**src/rtl/muldiv_unit_pkg.sv**
```systemverilog
// rtl/muldiv_unit_pkg.sv - shared op encodings, FSM states and default width for the mul/div unit
package muldiv_unit_pkg;

    localparam int DEF_WIDTH = 32;

    typedef enum logic [1:0] {
        OP_MULT  = 2'b00,
        OP_MULTU = 2'b01,
        OP_DIV   = 2'b10,
        OP_DIVU  = 2'b11
    } opT;

    typedef enum logic [1:0] {
        S_IDLE = 2'b00,
        S_RUN  = 2'b01,
        S_FIX  = 2'b10,
        S_DONE = 2'b11
    } stateT;

    // The low op bit marks the unsigned flavour, the high bit marks divide.
    function automatic logic isSignedOp(input logic [1:0] op);
        return ~op[0];
    endfunction

    function automatic logic isDivOp(input logic [1:0] op);
        return op[1];
    endfunction

endpackage

```
**src/rtl/muldiv_step.sv**
```systemverilog
// rtl/muldiv_step.sv - one radix-2 shift-add (multiply) or restoring shift-subtract (divide) iteration
module muldiv_step
    import muldiv_unit_pkg::*;
#(
    parameter int WIDTH = DEF_WIDTH
) (
    input  logic [2*WIDTH-1:0] acc,
    input  logic [WIDTH-1:0]   operand,
    input  logic               isDiv,
    output logic [2*WIDTH-1:0] accNext
);

    logic [WIDTH:0]   sum;
    logic [WIDTH:0]   partial;
    logic [WIDTH-1:0] diff;

    // Divide: acc = {remainder, remaining dividend bits}; multiply: acc = {partial product, multiplier}.
    always_comb begin
        accNext = '0;
        sum     = '0;
        partial = '0;
        diff    = '0;
        if (isDiv) begin
            partial = acc[2*WIDTH-1:WIDTH-1];
            diff    = partial[WIDTH-1:0] - operand;
            if (partial >= {1'b0, operand}) begin
                accNext = {diff, acc[WIDTH-2:0], 1'b1};
            end else begin
                accNext = {partial[WIDTH-1:0], acc[WIDTH-2:0], 1'b0};
            end
        end else begin
            sum     = {1'b0, acc[2*WIDTH-1:WIDTH]} + (acc[0] ? {1'b0, operand} : {(WIDTH+1){1'b0}});
            accNext = {sum, acc[WIDTH-1:1]};
        end
    end

endmodule

```
**src/rtl/muldiv_unit.sv**
```systemverilog
// rtl/muldiv_unit.sv - multicycle MULT/MULTU/DIV/DIVU unit owning the HI/LO result pair
module muldiv_unit
    import muldiv_unit_pkg::*;
#(
    parameter int WIDTH = DEF_WIDTH,
    localparam int CNT_W = $clog2(WIDTH + 1)
) (
    input  logic             clk,
    input  logic             reset,
    input  logic             start,
    input  logic [1:0]       op,
    input  logic [WIDTH-1:0] a,
    input  logic [WIDTH-1:0] b,
    output logic             busy,
    output logic             done,
    output logic             div_zero,
    output logic [WIDTH-1:0] hi,
    output logic [WIDTH-1:0] lo
);

    stateT              state;
    logic               isDivReg;
    logic               signP;
    logic               signR;
    logic [CNT_W-1:0]   counter;
    logic [2*WIDTH-1:0] acc;
    logic [WIDTH-1:0]   operand;
    logic [2*WIDTH-1:0] accNext;
    logic [WIDTH-1:0]   magA;
    logic [WIDTH-1:0]   magB;
    logic               signedIn;

    assign signedIn = isSignedOp(op);
    assign magA     = (signedIn && a[WIDTH-1]) ? -a : a;
    assign magB     = (signedIn && b[WIDTH-1]) ? -b : b;

    muldiv_step #(.WIDTH(WIDTH)) uStep (
        .acc     (acc),
        .operand (operand),
        .isDiv   (isDivReg),
        .accNext (accNext)
    );

    always_ff @(posedge clk) begin
        if (reset) begin
            state    <= S_IDLE;
            busy     <= 1'b0;
            done     <= 1'b0;
            div_zero <= 1'b0;
            hi       <= '0;
            lo       <= '0;
            counter  <= '0;
            isDivReg <= 1'b0;
            signP    <= 1'b0;
            signR    <= 1'b0;
            acc      <= '0;
            operand  <= '0;
        end else begin
            done     <= 1'b0;
            div_zero <= 1'b0;
            case (state)
                S_IDLE: begin
                    if (start) begin
                        isDivReg <= isDivOp(op);
                        signP    <= signedIn & (a[WIDTH-1] ^ b[WIDTH-1]);
                        signR    <= signedIn & a[WIDTH-1];
                        busy     <= 1'b1;
                        // Divide by zero skips the datapath entirely so hi/lo keep their old values.
                        if (isDivOp(op) && (b == '0)) begin
                            state    <= S_DONE;
                            done     <= 1'b1;
                            div_zero <= 1'b1;
                        end else begin
                            acc     <= {{WIDTH{1'b0}}, magA};
                            operand <= magB;
                            counter <= CNT_W'(WIDTH);
                            state   <= S_RUN;
                        end
                    end
                end
                S_RUN: begin
                    acc     <= accNext;
                    counter <= counter - 1'b1;
                    if (counter == CNT_W'(1)) begin
                        state <= S_FIX;
                    end
                end
                S_FIX: begin
                    if (isDivReg) begin
                        hi <= signR ? -acc[2*WIDTH-1:WIDTH] : acc[2*WIDTH-1:WIDTH];
                        lo <= signP ? -acc[WIDTH-1:0] : acc[WIDTH-1:0];
                    end else begin
                        {hi, lo} <= signP ? -acc : acc;
                    end
                    done  <= 1'b1;
                    state <= S_DONE;
                end
                S_DONE: begin
                    busy  <= 1'b0;
                    state <= S_IDLE;
                end
                default: begin
                    busy  <= 1'b0;
                    state <= S_IDLE;
                end
            endcase
        end
    end

endmodule

```
**config.mk**
```make
export PLATFORM = sky130hd
export DESIGN_NAME = muldiv_unit
export DESIGN_NICKNAME = d
export VERILOG_FILES = /design/src/rtl/muldiv_unit_pkg.sv /design/src/rtl/muldiv_step.sv /design/src/rtl/muldiv_unit.sv
export SDC_FILE = /design/constraint.sdc
export NUM_CORES = 1
export LEC_CHECK = 0
export ABC_AREA = 1
export ABC_CLOCK_PERIOD_IN_PS = 2830
export CAP_MARGIN = 0
export CORE_MARGIN = 3
export CORE_UTILIZATION = 36
export DETAILED_ROUTE_END_ITERATION = 6
export PLACE_DENSITY = 0.52
export SETUP_SLACK_MARGIN = 0.5
export SYNTH_ARGS = -nofsm -noshare
export SYNTH_HDL_FRONTEND = slang
export SYNTH_SLANG_ARGS = --single-unit
```
**constraint.sdc**
```tcl
create_clock -name clk -period 2.83 [get_ports clk]
set_input_delay 0.566 -clock clk [delete_from_list [all_inputs] [get_ports clk]]
set_output_delay 0.566 -clock clk [all_outputs]
set_load 0.01 [all_outputs]
```
# --- Yosys cells after proc, flatten, opt, wreduce, memory -nomap -nowiden ---
# Cells that the tools add are included.
word_totals:
  reg_bits: 174
  in_bits: 69
  out_inout_bits: 67
  elab_cells: 72
classes:
  addsub: 8
  order_cmp: 1
  n_eq_ne: 7
  muxes: 25
  bitwise_logic: 6
  reduce_logical: 13
ops:
  columns: ["cell", "n"]
  rows:
  - ["two-way mux 64 bit", 5]
  - ["two-way mux 32 bit", 7]
  - ["negation 32 bit", 4]
  - ["one-hot mux 64 bit (2 select lines)", 1]
  - ["negation 64 bit", 1]
  - ["adder 32 x 33 -> 33 bit", 1]
  - [">= comparator 33 x 32 -> 1 bit", 1]
  - ["zero test 32 bit", 1]
  - ["subtractor 32 bit", 1]
  - ["two-way mux 6 bit", 2]
  - ["one-hot mux 6 bit (2 select lines)", 1]
  - ["one-hot mux 2 bit (4 select lines)", 1]
  - ["equality test 6 x 1 -> 1 bit, second input constant", 1]
  - ["two-way mux 2 bit", 3]
  - ["!= test 2 bit, second input constant", 3]
  - ["AND reduction 2 bit", 3]
  - ["AND reduction 3 bit", 2]
  - ["subtractor 6 x 1 -> 6 bit, second input constant", 1]
  - ["equality test 2 bit, second input constant", 2]
  - ["one-hot mux 1 bit (2 select lines)", 2]
  - ["nonzero test 2 bit", 2]
  - ["logical AND 1 bit", 3]
  - ["two-way mux 1 bit", 3]
  - ["NOT 1 bit", 3]
  - ["5 further kinds", 6]

# --- Depth between registers and ports, before layout ---
logic_depth:
  word_depth: 6
  depth_mapped: 21
  depth_no_buf: 19

# --- Hierarchy ---
# Synthesis repeated with hierarchy kept, for this count alone.
hier_totals:
  hier_cells: 2978
  area_unflattened_um2: 16872.4
modules_own_cells:
  columns: ["module", "instances", "cells_each", "area_each_um2", "seq_area_each_um2"]
  rows:
  - ["muldiv_unit", 1, 1704, 10674.0, 3483.3]
  - ["muldiv_step", 1, 1274, 6198.4, 0.0]

# --- Worst setup path before layout ---
# Ideal clock, no wire load.
synth_timing:
  path_type: "register to register"
  from: "register acc[0]"
  to: "register acc[61]"
  setup_time_ps: 132
  arrival_ps: 2329
  required_ps: 2698
  path_slack_ps: 369
  stages_incl_launch_ff: 20
  n_path_buf: 2
  synth_period_minus_slack_ps: 2461
  path_cell_list: "dfxtp_1 > clkbuf_1 > clkbuf_1 > nand2_1 > inv_1 > ha_1 > inv_1 > fa_1 > inv_1 > nand2_1 > nand3_1 > nand3_1 > nand2_1 > nand2_1 > nand3_1 > nand3_1 > nand2_1 > inv_1 > nand2_1 > a21oi_1"
synth_between:
  elab_chain_cells: 4
synth_rtl:
  columns: ["item", "line_no", "text"]
  rows:
  - ["from (decl)", "muldiv_unit.sv:26", "logic [2*WIDTH-1:0] acc;"]
  - ["from (signal assigned)", "muldiv_unit.sv:74", "acc <= {{WIDTH{1'b0}}, magA};"]
  - ["from (signal assigned)", "muldiv_unit.sv:82", "acc <= accNext;"]
  - ["two-way mux 32 bit", "muldiv_step.sv:32", "sum = {1'b0, acc[2*WIDTH-1:WIDTH]} + (acc[0] ? {1'b0, operand} : {(WIDTH+1){1'b0}});"]
  - ["adder 32 x 33 -> 33 bit", "muldiv_step.sv:32", null]
  - ["two-way mux 64 bit", "muldiv_step.sv:23", "if (isDiv) begin"]
  - ["one-hot mux 64 bit (2 select lines)", "muldiv_unit.sv:61", "case (state)"]
# No other way between the ends.
# A chain may end at the register's enable or synchronous reset.

# --- Worst setup path in the final report ---
layout_timing:
  from: "register acc[0]"
  to: "register acc[59]"
# Same word-level chain as after synthesis.

==> Implementation_results.wiki <==
{| class="wikitable"
! Metric !! Value
|-
| Post-synthesis net count || 3158
|-
| Main combinational cell family by area after synthesis || simple AND/OR/NAND/NOR gates
|-
| Hold slack final || 489.6 ps
|-
| CP Class || reg2reg
|-
| Fraction of the cycle the final worst path needs || 85.41%
|-
| Leakage component of the power || 10.81 nW
|-
| Number of nets still failing antenna checks after routing || 0
|-
| Net count of the finished layout || 3439
|-
| TritonCTS clock tree || done
|-
| Family with the most delay on the worst path || simple AND/OR/NAND/NOR gates
|-
| Avg Vias per Cell || 5.277
|-
| Worst Setup Start Kind || flip-flop
|-
| Number of pins with negative max-slew slack in the final report || 0
|-
| Portion of synthesized cell area occupied by the leading cell type || 20.48%
|-
| Total buffers and inverters traversed by the critical path || 5
|-
| Final Worst Setup Slack || 413.0 ps
|-
| Most prevalent standard cell on the critical path || sky130_fd_sc_hd__inv_1
|-
| Fraction of final layout cells with drive strength greater than 1 || 20.71%
|-
| Cell area power density || 663.0 mW/mm^2
|-
| Port-buffer cells || 135
|-
| All-layer global routing usage || 29.26%
|-
| Sequential element share of the synthesized area || 20.48%
|-
| List of cells traversed by the critical path || buf_12 -> clkbuf_16 -> nand2_1 -> inv_1 -> ha_4 -> nand2_4 -> nor2_2 -> inv_1 -> nor3_2 -> inv_1 -> nor3_2 -> nand2_2 -> nand3_1 -> nand3_2 -> nand3_1 -> a21oi_1
|-
| Routed wire length || 75930 microns
|-
| Via count of the first global-routing pass || 18840
|-
| Growth of design area from synthesis to finish || 35.69%
|-
| Commonest cells in the netlist || sky130_fd_sc_hd__nand2_1 (820), sky130_fd_sc_hd__inv_1 (417), sky130_fd_sc_hd__nor2_1 (359)
|-
| Clock tree root buffer cell || sky130_fd_sc_hd__clkbuf_16
|-
| Vert. Die Dim || 223.4 microns
|-
| Residual overflow from global routing || 0
|-
| Cell area after synthesis || 0.01701 sq mm
|-
| Horizontal die dimension || 223.4 microns
|-
| Clk slew on worst S/H paths || 70 ps
|-
| H-tree levels || 4
|-
| Path class of the lowest-slack min-delay path || reg2reg
|-
| Largest vdd supply drop || 0.0004663 V
|-
| Required time of the critical path || 3160 ps
|-
| Top cell type by total area after synthesis || sky130_fd_sc_hd__dfxtp_1
|-
| IO Count || 136
|-
| Via Count || 20660
|-
| Routed length per placed instance || 19.40 microns
|-
| PnR Total Power || 15.30 mW
|-
| Critical Path Max Stage Delay || 380 ps
|-
| Unique cell type count in the Yosys netlist || 54
|-
| Number of warnings reported in the yosys synthesis log || 0
|-
| Number of enable-type register cells in the synthesized netlist || 0
|-
| Most instantiated library cell after synthesis || sky130_fd_sc_hd__nand2_1
|-
| Wire length of the first global-routing pass || 112100 microns
|-
| Largest driver fanout on the critical path || 6
|-
| Timing-limited maximum frequency || 0.4137 GHz
|-
| Die footprint || 0.04990 sq mm
|-
| Area fraction in and, or, nand and nor cells after synthesis || 38.90%
|-
| Setup repair after global routing missed its margin || yes
|-
| Number of remaining DRC errors || 0
|-
| Setup crit end kind || flip-flop
|-
| CTS buffer count || 17
|-
| Clock latency of the later-clocked register in the worst-skew pair || 490 ps
|-
| Maximum number of pins on one net before global-route repair || 123
|-
| Utilization of the core after routing || 49.47%
|-
| Share of flip-flops with an asynchronous set or reset after synthesis || 0%
|-
| Core Region || 0.04665 sq mm
|-
| Flip-flop and latch count after synthesis || 174
|-
| Time the worst path needs with I/O delays and setup || 2417 ps
|-
| Row count || 79
|-
| Synthesized-area fraction occupied by adder cells || 5.678%
|-
| Endpoint arrival time on the critical path || 2750 ps
|-
| First-pass iteration count of the detailed router || 5
|-
| Worst-case setup slack after placement || -104.4 ps
|-
| Post-cts hold buffer count || 0
|-
| Outcome || finished, final reports clean
|-
| Remaining max-slew budget at the tightest pin || 44.58%
|-
| Synthesized-area fraction occupied by xor and xnor cells || 4.994%
|-
| Final worst clock skew || 14.53 ps
|-
| Placer congestion estimate || 0.9496
|-
| HPWL after DPL || 60140 microns
|-
| Maximum buffer depth of the clock tree || 2
|-
| Primary flip-flop cell chosen by synthesis mapping || sky130_fd_sc_hd__dfxtp_1
|-
| Fraction of the mapped netlist area in compound gates || 17.75%
|-
| Critical Path Slowest Stage Cell || sky130_fd_sc_hd__dfxtp_4
|-
| Largest cells by area after synthesis || sky130_fd_sc_hd__dfxtp_1 (20%), sky130_fd_sc_hd__nand2_1 (18%), sky130_fd_sc_hd__inv_1 (9.2%)
|-
| Transition time at the pin with the least slew margin || 831.3 ps
|-
| Average cell area after synthesis || 5.646 sq um
|-
| Maximum Capacitance Violations || 0
|-
| Number of endpoints with negative hold slack in the final report || 0
|-
| Post-synthesis mux area share || 0%
|-
| Antenna violations before repair || 1
|-
| Post-synthesis cell count || 3013
|-
| Initial drt markers || 2140
|-
| Starting density of the core || 36.46%
|-
| Count of endpoints failing setup in the final report || 0
|-
| CTS sink cnt || 174
|}
[metrics by stage]
step                instances  setup TNS (ps)  cell area, sq um
floorplan                3013               0             17020
finish                   3915               0             23080
detailed placement       3841           -1068             20220
global route             3915               0             23080
CTS                      3880               0             21660
global placement         3841          -94.86             20220
[cells in the final DEF, fill, tap and decap left out, types with 82 or more instances in the layout]
cell	n
sky130_fd_sc_hd__xor2_1	82
sky130_fd_sc_hd__buf_4	213
sky130_fd_sc_hd__nand3_1	208
sky130_fd_sc_hd__clkdlybuf4s50_1	133
sky130_fd_sc_hd__a21oi_1	229
sky130_fd_sc_hd__nor2_1	299
sky130_fd_sc_hd__dfxtp_1	145
sky130_fd_sc_hd__o21ai_0	211
sky130_fd_sc_hd__nand2_1	735
sky130_fd_sc_hd__inv_1	377
[final timing paths]
check	startpoint	endpoint	slack [ps]	depth (start not counted)
worst max-delay path	acc[0]	acc[59]	410	16
worst min-delay path	lo[23]	lo[23]	490	2
worst max register to register	acc[0]	acc[59]	410	16
worst min register to register	lo[23]	lo[23]	490	2
[metal layers]
layer  wire, microns  track usage (%)
met4            2448            10.03
met2           30770            41.18
met5               0                0
met1           36860            43.98
met3            5854            5.724
[report_power, final]
group	internal, mW	switching, mW	leakage (nW)
sequential	2.89	0.502	1.43
combinational	3.47	6.03	9.10
clock	1.24	1.17	0.274
total	7.60	7.71	10.8
[kinds of logic (layout without fill, tap and decap cells)]
| group | Yosys count | after routing |
|---|---|---|
| fa+ha+maj | 76 | 76 |
| compound gates | 564 | 564 |
| xor+xnor | 97 | 97 |
| other cells | 0 | 1 |
| flops | 174 | 174 |
| buf+inv | 531 | 825 |
| simple gates | 1571 | 1571 |
[cell type report]
type                    instances  area [sq um]
diodes                          1         2.502
clock buffers                  20         436.7
clock inverters                12         132.6
fillers                      4972         23570
inverters                     425          1615
multi-input cells            2308         13310
flip-flops and latches        174          3532
well taps                     607         759.5
repair buffers                368          3292
[sequential cells by signal, summed over array words and instances, names as in the netlist]
register,cells
acc,64
busy,1
counter,6
div_zero,1
done,1
hi,32
isDivReg,1
lo,32
operand,32
signP,1
signR,1
state,2
[repair_timing]
action / CTS / global route
setup buffers: 7 / 32
gates resized for setup: 170 / 308
setup endpoints to repair: 63 / 98
gates cloned: 0 / 2
pin swaps: 13 / 91
endpoints found under the hold margin: 0 / 0
[worst reg2reg max path, delay by kind of cell (launching register included)]
family | cells | cell delay [ps]
and+or+nand+nor | 9 | 980
buffers and inverters | 5 | 540
DFF | 1 | 380
adders and majority gates | 1 | 310
AOI/OAI and AO/OA | 1 | 60
Note: power is estimated with default switching activity, not from simulation.
